**config.mk**
```make
export PLATFORM = sky130hd
export DESIGN_NAME = conversor_bcd_seq
export DESIGN_NICKNAME = d
export VERILOG_FILES = /design/src/rtl/conversor_bcd_seq_pkg.sv /design/src/rtl/conversor_bcd_seq_corrige_digito.sv /design/src/rtl/conversor_bcd_seq.sv
export SDC_FILE = /design/constraint.sdc
export NUM_CORES = 1
export LEC_CHECK = 0
export ABC_AREA = 1
export ABC_CLOCK_PERIOD_IN_PS = 1300
export CORE_UTILIZATION = 40
export DETAILED_ROUTE_END_ITERATION = 8
export GPL_ROUTABILITY_DRIVEN = 0
export HOLD_SLACK_MARGIN = 0.08
export PLACE_DENSITY = 0.64
export RECOVER_POWER = 100
export REMOVE_ABC_BUFFERS = 1
export SYNTH_ARGS = -nofsm -noshare
export SYNTH_HDL_FRONTEND = slang
export SYNTH_SLANG_ARGS = --single-unit
```
**constraint.sdc**
```tcl
create_clock -name clk -period 1.3 [get_ports clk]
set_clock_uncertainty 0.15 [all_clocks]
set_input_delay 0.13 -clock clk [delete_from_list [all_inputs] [get_ports clk]]
set_output_delay 0.13 -clock clk [all_outputs]
set_load 0.005 [all_outputs]
```
**src/rtl/conversor_bcd_seq_pkg.sv**
```systemverilog
// Shared definitions for the sequential binary-to-BCD converter and the
// 7-segment digit decoders that consume its output codes.
package conversor_bcd_seq_pkg;

   // Binary width kept after the range check (2^17 > 99999)
   localparam int N_BITS    = 17;
   // Number of BCD digits produced
   localparam int N_DIGITOS = 5;
   // Width of the packed BCD register
   localparam int BCD_W     = 4 * N_DIGITOS;
   // Width of the shift counter
   localparam int CNT_W     = 5;

   // Largest value the five-digit display can show
   localparam logic [31:0] LIMITE_DISPLAY = 32'd99999;

   // Digit codes understood by the segment decoder besides 0..9
   localparam logic [3:0] DIGITO_APAGADO = 4'hF;
   localparam logic [3:0] DIGITO_ERRO    = 4'hE;

   // Counter value seen on the last shift edge
   localparam logic [CNT_W-1:0] CNT_ULTIMO = CNT_W'(N_BITS - 1);

   typedef enum logic [1:0] {
      OCIOSO   = 2'd0,
      CONVERTE = 2'd1,
      FIM      = 2'd2
   } estado_t;

   // Replicates one digit code across every digit position
   function automatic logic [BCD_W-1:0] repete_digito(input logic [3:0] codigo);
      return {N_DIGITOS{codigo}};
   endfunction

endpackage

```
**src/rtl/conversor_bcd_seq_corrige_digito.sv**
```systemverilog
// Double-dabble correction cell: a BCD nibble of 5 or more gets +3 so that
// the following left shift carries correctly into the next decimal digit.
module corrige_digito (
   input  logic [3:0] digito_i,
   output logic [3:0] digito_o
);

   // Add 3 to nibbles >= 5, pass smaller nibbles through unchanged
   always_comb begin
      digito_o = digito_i;
      if (digito_i >= 4'd5) begin
         digito_o = digito_i + 4'd3;
      end else begin
         digito_o = digito_i;
      end
   end

endmodule

```
**src/rtl/conversor_bcd_seq.sv**
```systemverilog
// Sequential binary-to-BCD converter (shift-add-3). Accepts a 32-bit value,
// range-checks it against the display limit and produces five BCD digits,
// units first. Results are held until the next conversion finishes.
module conversor_bcd_seq
   import conversor_bcd_seq_pkg::*;
(
   input  logic        clk,
   input  logic        reset,
   input  logic        start,
   input  logic [31:0] valor,
   output logic        busy,
   output logic        done,
   output logic        overflow,
   output logic [3:0]  digito1,
   output logic [3:0]  digito2,
   output logic [3:0]  digito3,
   output logic [3:0]  digito4,
   output logic [3:0]  digito5
);

   estado_t            estado_q, estado_d;
   logic [N_BITS-1:0]  bin_q, bin_d;
   logic [BCD_W-1:0]   bcd_q, bcd_d;
   logic [CNT_W-1:0]   cnt_q, cnt_d;
   logic               erro_q, erro_d;
   logic [BCD_W-1:0]   dig_q, dig_d;
   logic               ovf_q, ovf_d;
   logic               busy_q, busy_d;
   logic               done_q, done_d;
   logic [BCD_W-1:0]   bcd_corr_s;

   // One correction cell per BCD digit; nibbles are corrected independently
   for (genvar i = 0; i < N_DIGITOS; i++) begin : g_corrige
      corrige_digito u_corrige (
         .digito_i (bcd_q[4*i +: 4]),
         .digito_o (bcd_corr_s[4*i +: 4])
      );
   end

   // Next-state and datapath logic for the idle / convert / finish sequence
   always_comb begin
      estado_d = estado_q;
      bin_d    = bin_q;
      bcd_d    = bcd_q;
      cnt_d    = cnt_q;
      erro_d   = erro_q;
      dig_d    = dig_q;
      ovf_d    = ovf_q;
      busy_d   = busy_q;
      done_d   = 1'b0;

      case (estado_q)
         OCIOSO: begin
            if (start) begin
               busy_d = 1'b1;
               if (valor > LIMITE_DISPLAY) begin
                  // Out of range: skip the shifts and report the error code
                  erro_d   = 1'b1;
                  estado_d = FIM;
               end else begin
                  // In range, so the upper bits are zero and truncation is safe
                  bin_d    = valor[N_BITS-1:0];
                  bcd_d    = {BCD_W{1'b0}};
                  cnt_d    = {CNT_W{1'b0}};
                  erro_d   = 1'b0;
                  estado_d = CONVERTE;
               end
            end else begin
               busy_d   = 1'b0;
               estado_d = OCIOSO;
            end
         end

         CONVERTE: begin
            busy_d = 1'b1;
            // Correct every nibble first, then shift {bcd, bin} left by one
            bcd_d  = {bcd_corr_s[BCD_W-2:0], bin_q[N_BITS-1]};
            bin_d  = {bin_q[N_BITS-2:0], 1'b0};
            cnt_d  = cnt_q + 5'd1;
            if (cnt_q == CNT_ULTIMO) begin
               estado_d = FIM;
            end else begin
               estado_d = CONVERTE;
            end
         end

         FIM: begin
            if (erro_q) begin
               dig_d = repete_digito(DIGITO_ERRO);
               ovf_d = 1'b1;
            end else begin
               dig_d = bcd_q;
               ovf_d = 1'b0;
            end
            done_d   = 1'b1;
            busy_d   = 1'b0;
            estado_d = OCIOSO;
         end

         default: begin
            busy_d   = 1'b0;
            estado_d = OCIOSO;
         end
      endcase
   end

   // State register with synchronous reset; reset aborts any conversion
   always_ff @(posedge clk) begin
      if (reset) begin
         estado_q <= OCIOSO;
         bin_q    <= {N_BITS{1'b0}};
         bcd_q    <= {BCD_W{1'b0}};
         cnt_q    <= {CNT_W{1'b0}};
         erro_q   <= 1'b0;
         dig_q    <= repete_digito(DIGITO_APAGADO);
         ovf_q    <= 1'b0;
         busy_q   <= 1'b0;
         done_q   <= 1'b0;
      end else begin
         estado_q <= estado_d;
         bin_q    <= bin_d;
         bcd_q    <= bcd_d;
         cnt_q    <= cnt_d;
         erro_q   <= erro_d;
         dig_q    <= dig_d;
         ovf_q    <= ovf_d;
         busy_q   <= busy_d;
         done_q   <= done_d;
      end
   end

   assign busy     = busy_q;
   assign done     = done_q;
   assign overflow = ovf_q;
   assign digito1  = dig_q[3:0];
   assign digito2  = dig_q[7:4];
   assign digito3  = dig_q[11:8];
   assign digito4  = dig_q[15:12];
   assign digito5  = dig_q[19:16];

endmodule

```
==> results of run 1 <==
==> layout make-up <==
| class | instances | share of cell area [%] |
|---|---|---|
| Multi-Input combinational cell | 332 | 37.4 |
| Timing Repair Buffer | 140 | 26.3 |
| Sequential cell | 68 | 25.6 |
| Inverter | 58 | 4.33 |
| Clock buffer | 11 | 2.79 |
| Tap cell | 105 | 2.42 |
| Clock inverter | 5 | 1.08 |
| Timing Repair inverter | 1 | 0.115 |
==> per-layer routing <==
layer | wire, µm | vias up | GRT usage (%) | share of wire (%)
li1 | - | 1847 | - | -
met1 | 4130 | 1696 | 27.2 | 42
met2 | 5060 | 115 | 40.0 | 51
met3 | 560 | 14 | 5.42 | 5.6
met4 | 189 | 0 | 10.0 | 1.9
met5 | 0 | - | 0 | 0
==> worst max path at each step <==
stage / start / to / slack (ps)
6_report: bcd_q[4] / bcd_q[6] / -70
2_1_floorplan: estado_q[1] / cnt_q[3] / -1720
3_3_place_gp: valor[7] / bin_q[16] / -500
5_1_grt: estado_q[1] / bcd_q[10] / -150
4_1_cts: bcd_q[4] / bcd_q[6] / -60
3_5_place_dp: valor[6] / bin_q[13] / -540
==> where the power goes <==
part | total (µW) | leakage (µW) | switching [µW] | internal [µW]
Sequential | 2150 | 0.000562 | 26.2 | 2130
Combinational | 411 | 0.00169 | 196 | 215
Clock | 1860 | 0.000102 | 862 | 993
==> cell usage after synthesis (all sizes together) <==
library cell | n | area share, %
nor3 | 3 | 0.59
nand3b | 1 | 0.22
o21ai | 57 | 8.4
ha | 12 | 4.4
o211ai | 1 | 0.22
xor2 | 4 | 1.0
buf | 16 | 2.9
nand3 | 72 | 11
clkinv | 1 | 0.11
nor2 | 56 | 7.2
a21oi | 41 | 6.1
inv | 57 | 6.3
nand4 | 8 | 1.5
nand2 | 77 | 8.7
clkbuf | 11 | 1.2
dfxtp | 68 | 40
==> logic make-up (layout without fill, tap and decap cells) <==
kind of cell               Yosys count  count (layout)
and+or+nand+nor                    217             217
buffers and inverters               85             215
DFF                                 68              68
AOI/OAI and AO/OA                   99              99
adders and majority gates           12              12
xor gates and xnor gates             4               4
==> repair_timing <==
action	4_1_cts	5_1_grt
gates cloned	7	2
setup endpoints to repair	67	61
resized for setup	162	75
pin swaps	39	31
setup buffers	16	8
==> flip-flops by register name (all words and copies together), names as in the netlist <==
signal / cells
bcd_q: 20
dig_q: 20
bin_q: 17
cnt_q: 5
estado_q: 2
busy: 1
done: 1
erro_q: 1
overflow: 1
==> through the flow <==
| stage | hold slack (ps) | TNS (ps) |
|---|---|---|
| CTS | 114 | -139 |
| global route | 87.2 | -4640 |
| floorplan | 49.1 | -61080 |
| detailed placement | 294 | -21520 |
| global placement | 292 | -20440 |
| finish | 61.2 | -1300 |
==> worst reg2reg max path: cells and delay by family, from the launching register on <==
kind | cells | cell delay (ps)
adders and majority gates | 1 | 140
buffers and inverters | 2 | 150
and+or+nand+nor | 2 | 130
DFF | 1 | 360
AOI/OAI and AO/OA | 3 | 370
==> metrics, run 1 <==
max cap viols=0; Leak=0.00235 µW; fin crit period=roughly 1400 ps; crit path DAT=roughly 1500 ps; crit path kind=reg -> reg; Buf/Inv on CP=2; DP Area=4380 µm²; die width=about 94 µm; root buf cell=clkbuf_8; gr ovfl total=0; slack of the critical path=-72.3 ps; Yosys reg bits=68; Register Area=1390 µm²; r2r setup slk=-70 ps; Setup crit end kind=flip-flop; Hold Crit Class=in -> reg; GRT Util Overall=23.2%; Tcrit/Tclk final=106%; vias=around 3700; FF-to-FF End=bcd_q[6]; placed instance count=about 670; WHS Endpoint=bin_q[15]; Crit-path slowest cell=dfxtp_4; WP data required=about 1400 ps; crit path launch type=flip-flop; reg-to-reg startpoint=bcd_q[4]; Final Non-Filler Cells=roughly 700; largest family of logic cells by synthesized area=simple AND/OR/NAND/NOR gates; Final Hold Viols=0; synth unique cells=25; core area=8220 µm²; Layout fillers=around 690; post-route cell area=5440 µm²; critical path depth=8; vias in the first global route=3520; Util after Layout=around 66%; Chip Height=roughly 94 µm; antenna violations before repair=0; Slew HR=~73%; hold depth=5; Rows=33; crit path max fanout=4; sequential fraction of the synthesis area=about two fifths; mux contribution to synthesized area=0%; HPWL Detailed=roughly 5.7 mm; CP top delay family=compound AO/OA/AOI/OAI gates; DR DRC count=0; WL final=between 9 and 10 mm; io pins=58; post-synthesis adder-cell area fraction=around 4.4%; drt first pass iters=6; first-pass GRT wire length=15.9 mm; die area=slightly below 9000 µm²; r2r worst-path depth=8; Final Max Tran Viols=0; worst-margin pin slew=412 ps; vias per cell=between 5 and 6; largest net degree at the start of global routing=34; WL/cell=13.8 µm; CTS tree=done; Power Total=4420 µW; maximum VDD drop=just over 0.5 mV; DRT iter0 DRCs=192; Post-DRT Antenna Nets=0; Area Growth Syn to Fin=60.3%; Setup-failing EPs final=38; hold_sp=valor[15]; violated checks=setup timing; TritonCTS Sinks=just under 70; status=complete, but fails checks; xor/xnor share of the synthesized area=a little over 1%; compound-cell area share of the yosys netlist=14.7%; cts hold-fix bufs=0; Synth Instances=between 400 and 500; number of diodes=0; commonest non-fill, non-tap cell in the layout=nand2_1; CP peak stage delay=approximately 360 ps; multi-input combinational cell area=~2000 µm²; clock transition time at the flip-flop clock pins of the worst setup and hold paths=70 ps; most frequent cells in the layout=63 x nand2_1, 62 x nand3_1, 56 x buf_4; Synth Area per Inst=about 7 µm²; total CTS buffers=9; Post-Synth Simple-Gate Area=slightly below 30%; later-pin clock latency in the skew report=approximately 360 ps; CP Cell Sequence=inv_4 > ha_4 > nor2_4 > inv_2 > nand3_4 > a21oi_2 > o21ai_1 > a21oi_1; post-synthesis cell area=between 3000 and 4000 µm²; buffers added on ports=57; share of post-route cells with drive strength above 1=between 30 and 40%; fin nets=between 600 and 700; dpl ws=-540 ps; power density over the cells=a little over 800 nW/µm²; depth of the CTS H-tree=3; maximum clock path buffer count=2; Starting Density=between 40% and 50%; Synth Warn #=0; FMAX=729 MHz; unrepaired setup endpoints after global routing=yes
Power figures use the tool's default switching activity.
==> run 2: changes to the inputs <==
--- a/config.mk
+++ b/config.mk
@@ -7,11 +7,13 @@
 export LEC_CHECK = 0
 export ABC_AREA = 1
 export ABC_CLOCK_PERIOD_IN_PS = 1300
-export CORE_UTILIZATION = 40
+export CELL_PAD_IN_SITES_DETAIL_PLACEMENT = 0
+export CELL_PAD_IN_SITES_GLOBAL_PLACEMENT = 2
+export CORE_UTILIZATION = 26
 export DETAILED_ROUTE_END_ITERATION = 8
 export GPL_ROUTABILITY_DRIVEN = 0
 export HOLD_SLACK_MARGIN = 0.08
-export PLACE_DENSITY = 0.64
+export PLACE_DENSITY = 0.74
 export RECOVER_POWER = 100
 export REMOVE_ABC_BUFFERS = 1
 export SYNTH_ARGS = -nofsm -noshare
==> metrics, run 2 (synthesized netlist as in run 1, its figures left out) <==
status=complete, but fails checks; violated checks=setup timing; clock transition time at the flip-flop clock pins of the worst setup and hold paths=60 ps (about the same); Starting Density=26.8% (-15 points); crit path kind=reg -> reg; later-pin clock latency in the skew report=330 ps (-30 ps); Final Hold Viols=0 (unchanged); crit path DAT=1550 ps (+60 ps); total CTS buffers=9 (unchanged); power share of the sequential group=38.5% (-10 points); fin nets=670 (+2.0%); internal power=4440 µW (+33%); DR DRC count=0 (unchanged); number of diodes=0 (unchanged); Switching Share=21.1% (-3.4 points); slack of the critical path=-133 ps (-60.6 ps); Area Growth Syn to Fin=74.5%; GRT Util Overall=16.3% (-6.8 points); io pins=58 (unchanged); Top Registers=bcd_q x20, dig_q x20, bin_q x17; depth of the CTS H-tree=3 (unchanged); Final Max Tran Viols=0 (unchanged); Final Non-Filler Cells=800 (+11%); WHS=189 ps (+128 ps); WL/cell=13.1 µm (-5.0%); WP data required=1410 ps (about the same); drt first pass iters=4 (-2); vias=3660 (-0.33%); antenna violations before repair=0 (unchanged); Post-DRT Antenna Nets=0 (unchanged); vias per cell=4.58 (-10%); DRT iter0 DRCs=155 (-19%); vias in the first global route=3463 (-1.6%); buffers added on ports=57 (unchanged); share of post-route cells with drive strength above 1=38.5% (+4.6 points); Power Total=5630 µW (+27%); Setup-failing EPs final=37 (-2.6%); worst-margin pin slew=394 ps (-17.9 ps); WL final=10.5 mm (+5.5%); largest net degree at the start of global routing=34 (unchanged); Slew HR=73.7% (+1.2 points); crit path max fanout=8 (+4); hold depth=5 (unchanged); Chip Height=116 µm (+24%); die area=13500 µm² (+53%); commonest non-fill, non-tap cell in the layout=buf_4; fin crit period=1430 ps (+60.6 ps); unrepaired setup endpoints after global routing=yes; crit path launch type=flip-flop; max cap viols=0 (unchanged); FMAX=698 MHz (-4.2%); Rows=41 (+24%); HPWL Detailed=6.53 mm (+15%); Hold Crit Class=in -> reg; CTS tree=done; root buf cell=clkbuf_16; TritonCTS Sinks=68 (unchanged); most frequent cells in the layout=65 x buf_4, 60 x nand2_1, 55 x dfxtp_1; Net Sw Power=1190 µW (+9.7%); Util after Layout=46.7% (-19 points); r2r worst-path depth=8 (unchanged); cts hold-fix bufs=0 (unchanged); die width=116 µm (+24%); maximum VDD drop=0.664 mV (+29%); first-pass GRT wire length=16.8 mm (+5.6%); maximum clock path buffer count=2 (unchanged); gr ovfl total=0 (unchanged); share of power burned in combinational logic=7.9% (-1.4 points); core area=12700 µm² (+54%); Setup crit end kind=flip-flop; Leak=0.00256 µW (+9.0%); power density over the cells=951 nW/µm² (+17%); Tcrit/Tclk final=110% (+4.7 points); placed instance count=758 (+13%); clock network fraction of total power=53.6% (+12 points)
run 2: cell types whose count changed in the layout (fill, tap and decap cells not counted), moves of 9 or more:
| cell | change |
|---|---|
| buf_4 | +9 |
| nand3_2 | +17 |
| clkbuf_8 | -11 |
| nor2_2 | -9 |
| nand3_1 | -17 |
run 2: per-stage QoR:
stage	area, µm²	worst slack [ps]	TNS (ps)
2_1_floorplan	3250	-1720	-61080
5_1_grt	5920	-200	-5470
3_3_place_gp	4620	-565	-25820
3_5_place_dp	4620	-588	-26910
4_1_cts	5660	-124	-1900
6_report	5920	-133	-1830
run 2: power groups by stage:
stage                     Sequential (µW)  Combinational (µW)  Clock, µW
after floorplan                      2220                 124          0
after global placement               2210                 474          0
after detailed placement             2210                 472          0
after CTS                            2170                 437       3070
after global routing                 2170                 496       3180
final                                2170                 447       3010
run 2: routing by layer:
layer	vias up	track usage (%)	part of all wire [%]
met4	0	4.62	0.93
met5	-	0	0
li1	1873	-	-
met3	12	3.68	3.0
met2	54	29.2	52
met1	1721	19.5	44
run 2: cell type report:
class | instances | area [µm²]
Clock inverter | 7 | 139
Inverter | 58 | 235
Tap cell | 172 | 215
Multi-Input combinational cell | 332 | 2160
Fill cell | 1293 | 6750
Timing Repair inverter | 1 | 20.0
Clock buffer | 9 | 225
Timing Repair Buffer | 153 | 1540
Sequential cell | 68 | 1380
run 2: path summary, 6_finish.rpt:
check | from | end | slack, ps
max | estado_q[1] | bcd_q[6] | -130
min | valor[14] | bin_q[14] | 190
max reg2reg | estado_q[1] | bcd_q[6] | -130
min reg2reg | dig_q[17] | dig_q[17] | 300
run 2: what timing repair did:
| item | in CTS | in global routing |
|---|---|---|
| gates cloned | 9 | 0 |
| setup buffers | 13 | 9 |
| gates resized for setup | 190 | 73 |
| endpoints found under the setup margin | 70 | 66 |
| pin swaps | 47 | 33 |
| endpoints found under the hold margin | 0 | 0 |
run 2: critical path, cell delays in order (launching register included):
cell	delay [ps]
dfxtp_4	360
inv_4	60
nand2_4	70
buf_12	150
buf_12	130
buf_12	140
a21oi_2	100
o21ai_1	70
a21oi_1	140
==> run 3: changes to the inputs <==
--- a/config.mk
+++ b/config.mk
@@ -9,11 +9,12 @@
 export ABC_CLOCK_PERIOD_IN_PS = 1300
 export CELL_PAD_IN_SITES_DETAIL_PLACEMENT = 0
 export CELL_PAD_IN_SITES_GLOBAL_PLACEMENT = 2
-export CORE_UTILIZATION = 26
+export CORE_UTILIZATION = 27
+export CTS_BUF_LIST = sky130_fd_sc_hd__clkbuf_4
 export DETAILED_ROUTE_END_ITERATION = 8
 export GPL_ROUTABILITY_DRIVEN = 0
 export HOLD_SLACK_MARGIN = 0.08
-export PLACE_DENSITY = 0.74
+export PLACE_DENSITY = 0.76
 export RECOVER_POWER = 100
 export REMOVE_ABC_BUFFERS = 1
 export SYNTH_ARGS = -nofsm -noshare
==> metrics, run 3 (synthesized netlist as in run 1, its figures left out) <==
clock transition time at the flip-flop clock pins of the worst setup and hold paths=110 ps (+50 ps); Tcrit/Tclk final=110% (about the same); FMAX=697 MHz (about the same); share of post-route cells with drive strength above 1=42.9% (+4.4 points); Hold Crit Class=in -> reg; dpl ws=-563 ps (+25.5 ps); die width=114 µm (-1.8%); Area Growth Syn to Fin=58.6%; Starting Density=28.0% (+1.2 points); violated checks=setup timing; DRT iter0 DRCs=102 (-34%); r2r worst-path depth=8 (unchanged); WL final=9.80 mm (-6.6%); vias=3504 (-4.3%); DP Area=4550 µm² (-1.6%); Crit-path slowest cell=clkdlybuf4s50_1; later-pin clock latency in the skew report=420 ps (+90 ps); Final Max Tran Viols=0 (unchanged); first-pass GRT wire length=15.7 mm (-6.6%); slack of the critical path=-134 ps (-1.39 ps); WHS=88.2 ps (-101 ps); Slew HR=79.0% (+5.2 points); worst-margin pin slew=312 ps (-81.9 ps); Layout fillers=1261 (-2.5%); vias in the first global route=3293 (-4.9%); Post-DRT Antenna Nets=0 (unchanged); max cap viols=0 (unchanged); gr ovfl total=0 (unchanged); Chip Height=114 µm (-1.8%); io pins=58 (unchanged); crit path max fanout=3 (-5); number of diodes=0 (unchanged); WP data required=1520 ps (+110 ps); commonest non-fill, non-tap cell in the layout=nand2_1; GRT Util Overall=15.4% (-0.88 points); unrepaired setup endpoints after global routing=yes; critical path depth=10 (+2); antenna violations before repair=0 (unchanged); Buf/Inv on CP=3 (-1); Util after Layout=44.4% (-2.3 points); maximum VDD drop=0.403 mV (-39%); core area=12100 µm² (-4.4%); crit path launch type=input pin; status=complete, but fails checks; fin nets=655 (-2.2%); drt first pass iters=4 (unchanged); CP Cell Sequence=clkdlybuf4s50_1 > nor3_2 > nand2_2 > nand2_2 > nand3_4 > buf_12 > nand2_4 > buf_4 > nand2_1 > a21oi_2; most frequent cells in the layout=69 x nand2_1, 57 x buf_4, 40 x nand3_1; CP peak stage delay=430 ps (+70 ps); Final Hold Viols=0 (unchanged); post-route cell area=5380 µm² (-9.1%); hold depth=6 (+1); total CTS buffers=9 (unchanged); CTS tree=done; Worst setup startpoint=valor[14]; reg-to-reg startpoint=estado_q[1]; HPWL Detailed=6.25 mm (-4.2%); Leak=0.00232 µW (-9.4%); maximum clock path buffer count=2 (unchanged); TritonCTS Sinks=68 (unchanged); CP top delay family=buffers and inverters; root buf cell=clkbuf_4; power density over the cells=703 nW/µm² (-26%); hold_sp=valor[5]; setup TNS=-3180 ps (-1350 ps); crit path DAT=1650 ps (+100 ps); die area=13000 µm² (-3.6%); WL/cell=12.5 µm (-4.4%); Setup crit end kind=flip-flop; largest net degree at the start of global routing=26 (-24%); Top Registers=bcd_q x20, dig_q x20, bin_q x17; depth of the CTS H-tree=3 (unchanged); fin crit period=1430 ps (+1.39 ps); buffers added on ports=57 (unchanged); vias per cell=4.49 (-1.9%); Worst path most repeated cell=nand2_2; Rows=40 (-2.4%); DR DRC count=0 (unchanged); crit path kind=in -> reg; Setup-failing EPs final=41 (+11%)
==> run 3: changes by cell type in the layout (fill, tap and decap cells not counted), moves of 9 or more <==
cell,delta
clkbuf_4,+9
a21oi_2,+11
clkbuf_2,+18
dfxtp_1,-24
dfxtp_2,+24
nor2_4,-9
clkdlybuf4s50_1,+18
dlygate4sd2_1,-45
a21oi_1,-11
nand2_1,+9
==> run 3: layout make-up <==
cell class                 count  area [µm²]  area share (%)
multi-input combinational    332        2100            39.0
inverter                      58         228            4.23
clock buffer                   9        67.6            1.26
sequential                    68        1410            26.3
timing repair buffer         139        1320            24.5
clock inverter                 7        43.8           0.814
tap                          168         210            3.91
==> run 3: timing repair <==
item / CTS / global route
hold buffers: 0 / 3
resized for setup: 133 / 133
setup buffers: 6 / 5
endpoints found under the setup margin: 71 / 80
gates cloned: 2 / 4
hold endpoints to repair: 0 / 3
pin swaps: 22 / 43
==> run 3: worst min-delay path, stage by stage <==
cell and delay, ps:
dlymetal6s2s_1 100, buf_4 110, nand2_1 50, o21ai_1 90, nor2_2 50, nor2_1 90
==> run 3: worst paths after layout <==
kind	endpoint	slack [ps]
worst min register to register	dig_q[15]	310
worst max-delay path	bin_q[11]	-130
worst max register to register	bin_q[11]	-120
worst min-delay path	bin_q[5]	90
==> run 3: where the power goes <==
part / leakage (µW) / internal [µW] / total [µW] / switching [µW]
clock network: 0.0000631 / 382 / 1180 / 798
registers: 0.000554 / 2140 / 2180 / 36.6
logic: 0.00170 / 231 / 423 / 192
total: 0.00232 / 2750 / 3780 / 1030
==> run 3: layer usage <==
metal  up-vias  GRT usage [%]  part of all wire, %
met3        12           3.71                  2.9
li1       1841              -                    -
met1      1602           18.4                   45
met5         -              0                    0
met2        49           27.4                   50
met4         0           4.68                  1.4
==> run 3: per-stage QoR <==
step / total power (µW) / cells
global placement: 2670 / 745
detailed placement: 2670 / 745
CTS: 3880 / 769
global route: 4010 / 781
finish: 3780 / 781
floorplan: 2340 / 458
